## config.mk

```make
export PLATFORM = sky130hd
export DESIGN_NAME = bpred_unit_flat
export DESIGN_NICKNAME = d
export VERILOG_FILES = /design/src/rtl/bpred_unit_if.sv /design/src/rtl/bpred_unit.sv /design/src/flat_wrapper.sv
export SDC_FILE = /design/constraint.sdc
export NUM_CORES = 2
export LEC_CHECK = 0
export CAP_MARGIN = 20
export CORE_ASPECT_RATIO = 0.6
export CORE_MARGIN = 2
export CORE_UTILIZATION = 55
export DETAILED_ROUTE_END_ITERATION = 16
export PLACE_DENSITY_LB_ADDON = 0.12
export SLEW_MARGIN = 15
export SYNTH_ARGS = -nofsm -noshare
export SYNTH_HDL_FRONTEND = slang
export SYNTH_SLANG_ARGS = --single-unit
export TNS_END_PERCENT = 1
```

## constraint.sdc

```tcl
create_clock -name clk -period 11.5 [get_ports clk]
set_clock_uncertainty 0.15 [all_clocks]
set_input_delay 1.15 -clock clk [delete_from_list [all_inputs] [get_ports clk]]
set_output_delay 1.15 -clock clk [all_outputs]
set_load 0.02 [all_outputs]
```

## src/rtl/bpred_unit_if.sv

```systemverilog
// bpred_unit_if: fetch-lookup, decode-update and perf-counter signals of the branch predictor
interface bpred_unit_if #(
    parameter int GHR_WIDTH = 6
);
    logic [31:0]          pcF;
    logic                 btb_hitF;
    logic                 predF;
    logic [31:0]          targetF;
    logic [GHR_WIDTH-1:0] ghrF;
    logic                 upd_validD;
    logic                 stallD;
    logic [31:0]          pcD;
    logic [GHR_WIDTH-1:0] ghrD;
    logic                 btb_hitD;
    logic                 predD;
    logic                 takenD;
    logic [31:0]          targetD;
    logic                 mispredictD;
    logic [31:0]          br_countW;
    logic [31:0]          mispred_countW;

    modport master (
        output pcF, upd_validD, stallD, pcD, ghrD, btb_hitD, predD, takenD, targetD,
        input  btb_hitF, predF, targetF, ghrF, mispredictD, br_countW, mispred_countW
    );

    modport slave (
        input  pcF, upd_validD, stallD, pcD, ghrD, btb_hitD, predD, takenD, targetD,
        output btb_hitF, predF, targetF, ghrF, mispredictD, br_countW, mispred_countW
    );
endinterface

```

## src/rtl/bpred_unit.sv

```systemverilog
// bpred_unit: BTB + saturating-counter predictor with global history; gshare indexing when BPRED_GSHARE_EN is defined
module bpred_unit #(
    parameter int INDEX_SIZE = 6,
    parameter int TAG_SIZE   = 8,
    parameter int CNT_WIDTH  = 2,
    parameter int GHR_WIDTH  = 6
) (
    input  logic      clk,
    input  logic      reset,
    bpred_unit_if.slave bp
);
    localparam int N = 1 << INDEX_SIZE;
    localparam logic [CNT_WIDTH-1:0] CNT_MAX  = '1;
    localparam logic [CNT_WIDTH-1:0] CNT_INIT = CNT_WIDTH'((1 << (CNT_WIDTH - 1)) - 1);

    logic [N-1:0]          valid_q;
    logic [TAG_SIZE-1:0]   tag_q [N];
    logic [31:0]           tgt_q [N];
    logic [CNT_WIDTH-1:0]  cnt_q [N];
    logic [GHR_WIDTH-1:0]  ghr_q, ghr_d;
    logic [31:0]           br_count_q, br_count_d;
    logic [31:0]           mispred_count_q, mispred_count_d;
    logic [CNT_WIDTH-1:0]  cnt_d;
    logic [INDEX_SIZE-1:0] lk_idx, lk_cidx, up_idx, up_cidx;
    logic [TAG_SIZE-1:0]   lk_tag, up_tag;
    logic [CNT_WIDTH-1:0]  up_cnt;
    logic                  upd;
    logic                  unused_bits;

    assign unused_bits = ^{bp.pcF[1:0], bp.pcF[31:INDEX_SIZE+TAG_SIZE+2],
                           bp.pcD[1:0], bp.pcD[31:INDEX_SIZE+TAG_SIZE+2], bp.ghrD};

    // index/tag extraction, counter next value and all combinational outputs
    always_comb begin
        lk_idx = bp.pcF[INDEX_SIZE+1:2];
        up_idx = bp.pcD[INDEX_SIZE+1:2];
        lk_tag = bp.pcF[INDEX_SIZE+2 +: TAG_SIZE];
        up_tag = bp.pcD[INDEX_SIZE+2 +: TAG_SIZE];
`ifdef BPRED_GSHARE_EN
        lk_cidx = lk_idx ^ INDEX_SIZE'(ghr_q);
        up_cidx = up_idx ^ INDEX_SIZE'(bp.ghrD);
`else
        lk_cidx = lk_idx;
        up_cidx = up_idx;
`endif
        upd    = bp.upd_validD & ~bp.stallD;
        up_cnt = cnt_q[up_cidx];
        cnt_d  = bp.takenD ? ((up_cnt == CNT_MAX) ? up_cnt : up_cnt + CNT_WIDTH'(1))
                           : ((up_cnt == '0) ? up_cnt : up_cnt - CNT_WIDTH'(1));
        ghr_d  = GHR_WIDTH'({ghr_q, bp.takenD});
        bp.mispredictD  = bp.upd_validD & ((bp.btb_hitD & bp.predD) != bp.takenD);
        br_count_d      = br_count_q + 32'd1;
        mispred_count_d = mispred_count_q + 32'(bp.mispredictD);
        bp.btb_hitF       = ~reset & valid_q[lk_idx] & (tag_q[lk_idx] == lk_tag);
        bp.predF          = ~reset & cnt_q[lk_cidx][CNT_WIDTH-1];
        bp.targetF        = tgt_q[lk_idx];
        bp.ghrF           = ghr_q;
        bp.br_countW      = br_count_q;
        bp.mispred_countW = mispred_count_q;
    end

    // resettable predictor state: valid bits, counters, history, perf counters
    always_ff @(posedge clk or posedge reset) begin
        if (reset) begin
            valid_q <= '0;
            for (int i = 0; i < N; i++) cnt_q[i] <= CNT_INIT;
            ghr_q           <= '0;
            br_count_q      <= '0;
            mispred_count_q <= '0;
        end else if (upd) begin
            valid_q[up_idx]  <= 1'b1;
            cnt_q[up_cidx]   <= cnt_d;
            ghr_q            <= ghr_d;
            br_count_q       <= br_count_d;
            mispred_count_q  <= mispred_count_d;
        end
    end

    // BTB payload needs no reset since the valid bits qualify it
    always_ff @(posedge clk) begin
        if (upd && !reset) begin
            tag_q[up_idx] <= up_tag;
            tgt_q[up_idx] <= bp.targetD;
        end
    end
endmodule

```

## src/flat_wrapper.sv

```systemverilog
// flat-port wrapper written by rule: the top's interface ports become plain ports
module bpred_unit_flat 
#(
    parameter int INDEX_SIZE = 6,
    parameter int TAG_SIZE   = 8,
    parameter int CNT_WIDTH  = 2,
    parameter int GHR_WIDTH  = 6
)
  (clk, reset, bp_pcF, bp_upd_validD, bp_stallD, bp_pcD, bp_ghrD, bp_btb_hitD, bp_predD, bp_takenD, bp_targetD, bp_btb_hitF, bp_predF, bp_targetF, bp_ghrF, bp_mispredictD, bp_br_countW, bp_mispred_countW);
  bpred_unit_if #(.GHR_WIDTH(GHR_WIDTH)) bp_i ();
  input  logic clk;
  input  logic reset;
  input wire logic [$bits(bp_i.pcF)-1:0] bp_pcF;
  input wire logic [$bits(bp_i.upd_validD)-1:0] bp_upd_validD;
  input wire logic [$bits(bp_i.stallD)-1:0] bp_stallD;
  input wire logic [$bits(bp_i.pcD)-1:0] bp_pcD;
  input wire logic [$bits(bp_i.ghrD)-1:0] bp_ghrD;
  input wire logic [$bits(bp_i.btb_hitD)-1:0] bp_btb_hitD;
  input wire logic [$bits(bp_i.predD)-1:0] bp_predD;
  input wire logic [$bits(bp_i.takenD)-1:0] bp_takenD;
  input wire logic [$bits(bp_i.targetD)-1:0] bp_targetD;
  output wire logic [$bits(bp_i.btb_hitF)-1:0] bp_btb_hitF;
  output wire logic [$bits(bp_i.predF)-1:0] bp_predF;
  output wire logic [$bits(bp_i.targetF)-1:0] bp_targetF;
  output wire logic [$bits(bp_i.ghrF)-1:0] bp_ghrF;
  output wire logic [$bits(bp_i.mispredictD)-1:0] bp_mispredictD;
  output wire logic [$bits(bp_i.br_countW)-1:0] bp_br_countW;
  output wire logic [$bits(bp_i.mispred_countW)-1:0] bp_mispred_countW;
  assign bp_i.pcF = bp_pcF;
  assign bp_i.upd_validD = bp_upd_validD;
  assign bp_i.stallD = bp_stallD;
  assign bp_i.pcD = bp_pcD;
  assign bp_i.ghrD = bp_ghrD;
  assign bp_i.btb_hitD = bp_btb_hitD;
  assign bp_i.predD = bp_predD;
  assign bp_i.takenD = bp_takenD;
  assign bp_i.targetD = bp_targetD;
  assign bp_btb_hitF = bp_i.btb_hitF;
  assign bp_predF = bp_i.predF;
  assign bp_targetF = bp_i.targetF;
  assign bp_ghrF = bp_i.ghrF;
  assign bp_mispredictD = bp_i.mispredictD;
  assign bp_br_countW = bp_i.br_countW;
  assign bp_mispred_countW = bp_i.mispred_countW;
  bpred_unit #(.INDEX_SIZE(INDEX_SIZE), .TAG_SIZE(TAG_SIZE), .CNT_WIDTH(CNT_WIDTH), .GHR_WIDTH(GHR_WIDTH)) u_core (.clk(clk), .reset(reset), .bp(bp_i));
endmodule
```

==> impl_metrics.toml <==
[run_status]
status = "completed"

[sta]
worst-slew-pin-transition_ns = 1.24
fin_crit_ns = 7.61
rsz0062_at_grt = "false"
slew-limit-headroom_pct = 16.9
fin_crit_sh_pct = 66.2
max_freq_mhz = 131
timing.setup.tns_ns = 0
slew_violations = 0
hold_violations = 0
setup_viol = 0

[clock_tree]
cts_buffer_depth = 4
root_buffer = "clkbuf_16"
clk_pin_slew_worst_paths_ns = 0.07
post-cts-setup-buffers = 0
clkLatencyLatePin_ns = 0.89
cts_max_level = 4
cts_made_buffers = 247
cts_hold_buf = 0
cts_resized = 0
tritoncts = "done"
cts.sinks = 2822

[detailed_routing]
wl_per_cell_um = 37.6
routed_wl_um = 308000
ant_nets = 0
via_per_inst = 6.79
drc = 0
vias = 55600
first_pass_iters = 5
first_iter_violations = 9245

[logic_synthesis]
syn_area_per_cell_um2 = 21.7
synth_warnings = 0
synth_nets = 5179
synth-edff-count = 2560
synth_ff_type = "edfxtp_1"
ys_seq_elements = 2822
ys_seq_area_share_pct = 75.9
synthArstFlopShare_pct = 9.28
syn_inst = 5067
yosysUniqueCellTypes = 63
synth_area_um2 = 110000

[die]
die_w_um = 581
num_io_pins = 214
die_h_um = 350
rows = 127
core_area_um2 = 199000
die_area_um2 = 204000
initial_utilization_pct = 55.2

[finish]
fin_nets = 5454
nFillCells = 13600
syn_to_final_growth_pct = 11.8
layout-drive-gt1-share_pct = 28.7

[worst_setup_path]
start_kind = "primary input"
r2r-start = "u_core.cnt_q[115]$_DFFE_PP0P_"
r2r_slack_ns = 7.94
crit_type = "in -> out"
required_ns = 10.20
crit_fanout = 45
critical_path_arrival_ns = 6.31
r2r_cells = 9
reg2reg_to = "u_core.cnt_q[55]$_DFFE_PP0P_"
end_kind = "primary output"

[pwr]
ir_worst_vdd_v = 0.000152
leakage_uw = 0.0394
cellPowerDensity_nw_per_um2 = 169
total_power_uw = 20800

[hold_path]
whs_path_depth = 1
hold_path_class = "reg -> reg"
holdCritStartpoint = "u_core.valid_q[16]$_DFFE_PP0P_"
hold_path_end = "u_core.valid_q[16]$_DFFE_PP0P_"

[global_route]
grt_max_degree = 148
gr-total-overflow = 0
grt_pass1_wl_um = 426000
grt_pass1_vias = 53100
grt.total_usage_pct = 30.4
antenna_found_initial = 22

[placement]
io_buffers = 171
gp_congestion = 0.849
dp_hpwl_um = 164000

[flow_run]
drv_cap = 0
metrics by stage:
stage / util (%) / cells / hold WS [ns] / instance area (um2) / setup slack (ns)
after floorplan: - / 5067 / 0.279 / 110000 / 2.70
after global placement: 57.7 / 7728 / 0.295 / 115000 / 3.94
after detailed placement: 57.8 / 7731 / 0.298 / 115000 / 3.97
final: 61.7 / 8186 / 0.317 / 123000 / 3.89
after global routing: 61.7 / 8184 / 0.322 / 123000 / 3.93
after CTS: 61.6 / 8176 / 0.317 / 123000 / 3.96
power by group:
group,total (uW),switching [uW],leakage [uW],internal [uW]
logic,1260,736,0.00931,523
registers,11400,78.9,0.0263,11300
clock network,8180,3700,0.00378,4480
total,20800,4520,0.0394,16300
layer usage:
| layer | GRT usage [%] | routed length, um | up-vias |
|---|---|---|---|
| met5 | 0 | 115 | - |
| li1 | - | - | 21600 |
| met4 | 5.95 | 6200 | 22 |
| met2 | 43.4 | 135000 | 3482 |
| met1 | 47.9 | 128000 | 30100 |
| met3 | 8.03 | 38800 | 413 |
worst max-delay path: stages:
cell             delay (ns)
buf_8                  0.36
buf_4                  0.78
buf_4                  0.87
mux4_2                 0.40
and2_1                 0.16
a211oi_1               0.28
a311o_1                0.17
nand3_1                0.10
o21ai_0                0.24
xnor2_1                0.20
nor4_1                 0.57
clkdlybuf4s50_1        0.84
cells in the final DEF, fill, tap and decap left out, drive strengths merged, types with 17 or more instances in the layout:
cell type      instances
a211oi                20
a21oi                 80
a22oi                 17
and2                  20
buf                  170
bufinv                23
clkbuf               298
clkdlybuf4s50        122
clkinv               107
dfrtp                198
dfstp                 64
edfxtp              2560
inv                   19
mux2i                 63
mux4                 831
nand2                285
nand2b                36
nand3                 42
nand4                 19
nor2                 229
o21ai                 71
or2                   35
xnor2                 56
xor2                  18
registers in the layout (all words and copies together), names as in the netlist:
name                      flops
u_core.bp.mispred_countW     32
u_core.valid_q               64
u_core.bp.ghrF                6
u_core.tgt_q               2048
u_core.cnt_q                128
u_core.bp.br_countW          32
u_core.tag_q                512
kinds of logic after synthesis:
family | share of synthesized area [%]
AOI/OAI and AO/OA | 1.68
xor gates and xnor gates | 0.589
adders and majority gates | 0.0535
buffers and inverters | 1.20
DFF | 75.9
muxes | 17.6
and+or+nand+nor | 2.93
area by class of cell:
type / count / area (um2) / area share [%]
repair buffers: 292 / 2640 / 2.15
inverters: 15 / 73.8 / 0.0600
multi-input cells: 1964 / 25700 / 20.9
diodes: 4 / 10.0 / 0.00814
flip-flops and latches: 2822 / 83500 / 67.9
well taps: 2644 / 3310 / 2.69
clock inverters: 147 / 1310 / 1.07
clock buffers: 298 / 6440 / 5.24
cell usage after synthesis (3+ instances only):
cell type / instances / area share (%)
a211oi_1: 20 / 0.14
a21oi_1: 80 / 0.36
a221o_1: 3 / 0.027
a221oi_1: 10 / 0.080
a22o_1: 3 / 0.024
a22oi_1: 17 / 0.12
a311oi_1: 3 / 0.024
a31oi_1: 16 / 0.091
a32oi_1: 9 / 0.072
and2_1: 20 / 0.11
and3_1: 10 / 0.057
and4_1: 3 / 0.024
buf_1: 68 / 0.23
buf_2: 103 / 0.47
buf_4: 19 / 0.13
buf_6: 9 / 0.092
clkbuf_1: 67 / 0.23
dfrtp_1: 198 / 4.5
dfstp_2: 64 / 1.5
edfxtp_1: 2560 / 70
ha_1: 3 / 0.034
inv_1: 10 / 0.034
inv_2: 5 / 0.017
mux2_2: 6 / 0.061
mux2i_1: 63 / 0.57
mux4_2: 831 / 17
nand2_1: 285 / 0.97
nand2b_1: 36 / 0.20
nand3_1: 42 / 0.19
nand3b_1: 5 / 0.034
nand4_1: 19 / 0.11
nor2_1: 229 / 0.78
nor2b_1: 13 / 0.074
nor3_1: 11 / 0.050
o211ai_1: 6 / 0.041
o21ai_0: 11 / 0.050
o21ai_2: 60 / 0.48
o22ai_1: 8 / 0.045
or2_2: 35 / 0.20
or3_1: 6 / 0.034
xnor2_1: 56 / 0.45
xor2_1: 18 / 0.14
worst max-delay path by stage:
| stage | from | to | slack (ns) | depth (start not counted) |
|---|---|---|---|---|
| 2_1_floorplan | reset | u_core.bp.br_countW[0]$_DFFE_PP0P_ | 2.70 | 3 |
| 6_report | bp_pcF[4] | bp_btb_hitF | 3.89 | 12 |
| 4_1_cts | bp_pcF[4] | bp_btb_hitF | 3.96 | 12 |
| 5_1_grt | bp_pcF[4] | bp_btb_hitF | 3.93 | 12 |
| 3_5_place_dp | bp_pcF[4] | bp_btb_hitF | 3.97 | 12 |
| 3_3_place_gp | bp_pcF[4] | bp_btb_hitF | 3.94 | 12 |
Note: power is estimated with default switching activity, not from simulation.
